`src/rtl/serial_adder_ctrl_if.sv`:
```
// Request/response bundle between a requesting controller and the bit-serial adder.
// The master issues start/operands and the slave returns busy/done and the registered result.
interface serial_adder_ctrl_if #(
   parameter int WIDTH = 8
);
   logic             start;
   logic [WIDTH-1:0] a;
   logic [WIDTH-1:0] b;
   logic             cin;
   logic             busy;
   logic             done;
   logic [WIDTH-1:0] sum;
   logic             cout;

   modport master (
      output start, a, b, cin,
      input  busy, done, sum, cout
   );

   modport slave (
      input  start, a, b, cin,
      output busy, done, sum, cout
   );
endinterface

```
`src/rtl/serial_adder_ctrl.sv`:
```
// Bit-serial adder controller: one full-adder cell is reused for every bit, LSB first,
// which gives a WIDTH-cycle add with a start/busy/done handshake.
module serial_adder_ctrl #(
   parameter int WIDTH = 8
) (
   input logic                 clk,
   input logic                 rst_n,
   serial_adder_ctrl_if.slave  bus
);
   localparam int CW = (WIDTH > 1) ? $clog2(WIDTH) : 1;
   localparam logic [CW-1:0] LAST = CW'(WIDTH - 1);

   typedef enum logic [1:0] {
      IDLE = 2'd0,
      RUN  = 2'd1,
      DONE = 2'd2
   } state_t;

   state_t           state;
   state_t           state_next;
   logic [WIDTH-1:0] sa;
   logic [WIDTH-1:0] sb;
   logic [WIDTH-1:0] res;
   logic [WIDTH-1:0] res_next;
   logic [WIDTH-1:0] sum_q;
   logic             cout_q;
   logic             carry;
   logic [CW-1:0]    cnt;
   logic             last;
   logic             s1;
   logic             c1;
   logic             s;
   logic             c2;
   logic             carry_next;

   // Shared adder cell: two half-adder stages feeding a carry OR.
   always_comb begin
      s1         = sa[0] ^ sb[0];
      c1         = sa[0] & sb[0];
      s          = s1 ^ carry;
      c2         = s1 & carry;
      carry_next = c1 | c2;
      res_next   = WIDTH'({s, res} >> 1);
      last       = (cnt == LAST);
   end

   always_ff @(posedge clk) begin
      if (!rst_n) begin
         state <= IDLE;
      end else begin
         state <= state_next;
      end
   end

   always_comb begin
      state_next = state;
      case (state)
         IDLE:    if (bus.start) state_next = RUN;
         RUN:     if (last) state_next = DONE;
         DONE:    state_next = IDLE;
         default: state_next = IDLE;
      endcase
   end

   always_comb begin
      bus.busy = (state == RUN);
      bus.done = (state == DONE);
      bus.sum  = sum_q;
      bus.cout = cout_q;
   end

   // The counter holds at WIDTH-1 on the final edge, so it never wraps.
   always_ff @(posedge clk) begin
      if (!rst_n) begin
         sa     <= '0;
         sb     <= '0;
         res    <= '0;
         carry  <= 1'b0;
         cnt    <= '0;
         sum_q  <= '0;
         cout_q <= 1'b0;
      end else begin
         case (state)
            IDLE: begin
               if (bus.start) begin
                  sa    <= bus.a;
                  sb    <= bus.b;
                  carry <= bus.cin;
                  res   <= '0;
                  cnt   <= '0;
               end
            end
            RUN: begin
               sa    <= sa >> 1;
               sb    <= sb >> 1;
               res   <= res_next;
               carry <= carry_next;
               if (last) begin
                  sum_q  <= res_next;
                  cout_q <= carry_next;
               end else begin
                  cnt <= cnt + CW'(1);
               end
            end
            default: ;
         endcase
      end
   end
endmodule
```
`src/flat_wrapper.sv`:
```
// flat-port wrapper written by rule: the top's interface ports become plain ports
module serial_adder_ctrl_flat 
#(
   parameter int WIDTH = 8
)
  (clk, rst_n, bus_start, bus_a, bus_b, bus_cin, bus_busy, bus_done, bus_sum, bus_cout);
  serial_adder_ctrl_if #(.WIDTH(WIDTH)) bus_i ();
  input logic clk;
  input logic rst_n;
  input wire logic [$bits(bus_i.start)-1:0] bus_start;
  input wire logic [$bits(bus_i.a)-1:0] bus_a;
  input wire logic [$bits(bus_i.b)-1:0] bus_b;
  input wire logic [$bits(bus_i.cin)-1:0] bus_cin;
  output wire logic [$bits(bus_i.busy)-1:0] bus_busy;
  output wire logic [$bits(bus_i.done)-1:0] bus_done;
  output wire logic [$bits(bus_i.sum)-1:0] bus_sum;
  output wire logic [$bits(bus_i.cout)-1:0] bus_cout;
  assign bus_i.start = bus_start;
  assign bus_i.a = bus_a;
  assign bus_i.b = bus_b;
  assign bus_i.cin = bus_cin;
  assign bus_busy = bus_i.busy;
  assign bus_done = bus_i.done;
  assign bus_sum = bus_i.sum;
  assign bus_cout = bus_i.cout;
  serial_adder_ctrl #(.WIDTH(WIDTH)) u_core (.clk(clk), .rst_n(rst_n), .bus(bus_i));
endmodule
```
`config.mk`:
```
export PLATFORM = sky130hd
export DESIGN_NAME = serial_adder_ctrl_flat
export DESIGN_NICKNAME = d
export VERILOG_FILES = /design/src/rtl/serial_adder_ctrl_if.sv /design/src/rtl/serial_adder_ctrl.sv /design/src/flat_wrapper.sv
export SDC_FILE = /design/constraint.sdc
export NUM_CORES = 1
export LEC_CHECK = 0
export CORE_MARGIN = 2
export CORE_UTILIZATION = 52
export DETAILED_ROUTE_END_ITERATION = 7
export PLACE_DENSITY = 0.79
export SETUP_SLACK_MARGIN = 0.1
export SYNTH_ARGS = -nofsm -noshare
export SYNTH_HDL_FRONTEND = slang
export SYNTH_SLANG_ARGS = --single-unit
```
`constraint.sdc`:
```
create_clock -name clk -period 1.7 [get_ports clk]
set_input_delay 0.425 -clock clk [delete_from_list [all_inputs] [get_ports clk]]
set_output_delay 0.425 -clock clk [all_outputs]
set_load 0.05 [all_outputs]
```
==> results by group <==
Status
  – Status: finished, final reports clean

Route
  – Final ANT Viol Nets: 0
  – DRC: 0
  – Vias per cell: 5.31
  – Final wirelength: 3640 microns
  – Routed via count: 1,397
  – Drt first pass iters: 4
  – Drt initial violations: 65
  – WL per Instance: 13.9 microns

Placed design
  – DP Area: 0.00213 sq mm
  – RePlAce Congestion: 0.749
  – Pre-CTS WS: 0.0156 ns
  – Post-DP HPWL: 2610 microns
  – Placed insts: 254
  – Count of input and output buffers: 30

Clock tree
  – Clock-pin slew on the worst setup and hold paths: 0.12 ns
  – Clock Latency Late Sink: 0.35 ns
  – Root buffer cell: clkbuf_4
  – TritonCTS clock tree: yes
  – Clk buf depth: 2
  – H-tree Lvls: 2
  – CTS Hold Bufs: 0
  – CTS Buf Count: 5
  – CTS sink cnt: 38

STA
  – Slew @ Worst Pin: 0.259 ns
  – Peak Freq: 641 MHz
  – Worst slew margin: 0.827
  – RSZ-0062 raised after global routing: true
  – Setup TNS: 0 ns
  – Clk_skew: 0.0151 ns
  – Final worst slack: 0.141 ns
  – Period utilization: 0.917
  – Clock period minus worst slack: 1.56 ns
  – Fin. Hold Viols: 0
  – # setup viols final: 0
  – Final Max Tran Viols: 0

Die
  – DIE WIDTH: 62.3 microns
  – Site Rows: 21
  – Die Footprint: 0.00389 sq mm
  – Top Ports: 31
  – Die H: 62.3 microns
  – Initial core utilization: 0.534
  – Core outline area: 0.00331 sq mm

GRT
  – Largest net degree at the start of global routing: 19
  – Initial antenna violation count: 0
  – GRT Util Overall: 0.208
  – GR peak layer: met2
  – First-pass GRT wire length: 6390 microns
  – Global routing usage on met3: 0.0634
  – Vias in the first global route: 1,377
  – Met1 Track Usage GR: 0.257
  – Met2 GRT Util: 0.345
  – GR Overflow Total: 0

Synth
  – Yosys top cell area share: 0.430
  – Ys Warns: 0
  – Yosys cell types: 33
  – Synth area leaders: dfxtp_1 (43%), a211oi_2 (8.5%), mux2i_1 (7.9%), nor2_1 (4.5%), a21oi_1 (4.0%)
  – Dominant cell type by area after synthesis: dfxtp_1
  – Post-synthesis sequential area ratio: 0.430
  – Syn nets: 202
  – Synthesized flop and latch total: 38
  – Post-Syn Area: 0.00177 sq mm
  – Syn Inst Count: 179
  – Most frequent cell after synthesis: dfxtp_1
  – Post-synth EDFFs: 0
  – Top_reg_cell synth: dfxtp_1
  – Mean Syn Cell Area: 9.88 sq um
  – Ys async rst share: 0
  – Top cells by count, synth: dfxtp_1 (38), nor2_1 (21), a21oi_1 (14), mux2i_1 (14)

Final layout
  – Layout cell share with drive strength beyond 1: 0.286
  – Total Nets Final: 239
  – Fin cells: 263
  – Final Cell Area: 0.00223 sq mm
  – Area Growth Syn to Fin: 26.2%
  – ANT cells: 0

Critical path
  – Worst Path Required: 1.27 ns
  – Crit-path max FO: 6
  – Crit Path Class: reg -> out
  – Reg2Reg Setup Slack: 0.24 ns
  – Crit end category: output pin
  – Arrival time at the worst endpoint: 1.13 ns
  – CP Launch Type: register

Worst hold path
  – Min-delay worst type: reg -> reg

Pwr
  – Max VDD drop: 0.000628 V
  – Leakage power: 0.860 nW
  – Design Power: 0.00187 W
  – PwrDens: 836 mW/mm^2

Flow run
  – Max Cap Viol: 0
-- cell type report --
type,count,area [sq um]
clock buffers,5,37.5
repair buffers,44,428
flip-flops and latches,38,768
well taps,46,57.6
clock inverters,3,40.0
inverters,2,7.51
multi-input cells,125,893
fillers,284,1080
-- metrics by stage --
stage,hold WS (ns),util
2_1_floorplan,0.443,-
5_1_grt,0.494,0.674
6_report,0.468,0.674
3_5_place_dp,0.453,0.643
3_3_place_gp,0.445,0.643
4_1_cts,0.471,0.669
-- where the power goes --
group / switching [W] / total, W / internal [W]
Clock: 0.000311 / 0.000616 / 0.000305
Sequential: 0.0000315 / 0.000961 / 0.000930
Combinational: 0.000134 / 0.000289 / 0.000156
-- final timing paths --
kind	end	startpoint	depth (start not counted)
max	bus_busy	u_core.state[0]	2
min	u_core.bus.sum[4]	u_core.bus.sum[4]	2
max reg2reg	u_core.cnt[2]	u_core.cnt[0]	6
min reg2reg	u_core.bus.sum[4]	u_core.bus.sum[4]	2
-- cells by family after synthesis --
logic type	Yosys count	synth area share
AOI/OAI and AO/OA	43	0.205
adders and majority gates	3	0.0255
buffers and inverters	16	0.0728
and+or+nand+nor	65	0.187
muxes	14	0.0792
DFF	38	0.430
-- flip-flops by register name (all words and copies together) (netlist names) --
signal	flops
u_core.carry	1
u_core.sb	8
u_core.sa	8
u_core.res	7
u_core.state	2
u_core.bus.sum	8
u_core.cnt	3
u_core.bus.cout	1
-- repair_timing --
action                     in CTS  in global routing
cloned                          0                  0
resized for setup               3                  3
setup endpoints to repair       2                  3
setup buffers                   0                  1
-- critical path, cell delays in order (launching register included) --
cell     delay [ns]
dfxtp_4        0.41
nor2b_4        0.21
buf_12         0.15
-- metal layers --
layer	part of all wire	vias up
met4	0.017	0
met5	0	-
met1	0.45	644
li1	-	712
met3	0.054	6
met2	0.48	35
-- cell usage in the layout, fill, tap and decap left out --
| master | count |
|---|---|
| nor3_1 | 1 |
| ha_1 | 2 |
| nor2b_4 | 1 |
| nand2_1 | 11 |
| nor4b_2 | 1 |
| o21ai_0 | 2 |
| a21oi_1 | 14 |
| a22oi_1 | 7 |
| nand4bb_1 | 2 |
| inv_2 | 1 |
| clkinv_2 | 2 |
| nor2_2 | 8 |
| inv_1 | 1 |
| a211oi_2 | 12 |
| nor2_1 | 21 |
| o21ba_4 | 1 |
| clkbuf_4 | 5 |
| fa_1 | 1 |
| dfxtp_4 | 2 |
| o21bai_2 | 1 |
| nand2b_1 | 5 |
| or2b_1 | 1 |
| clkdlybuf4s50_1 | 19 |
| o2111a_1 | 3 |
| bufinv_16 | 1 |
| nor2b_2 | 1 |
| dfxtp_1 | 36 |
| a31oi_1 | 3 |
| buf_12 | 4 |
| nand3_1 | 12 |
| buf_4 | 21 |
| nand3b_2 | 1 |
| mux2i_1 | 14 |
Note: power is estimated with default switching activity, not from simulation.
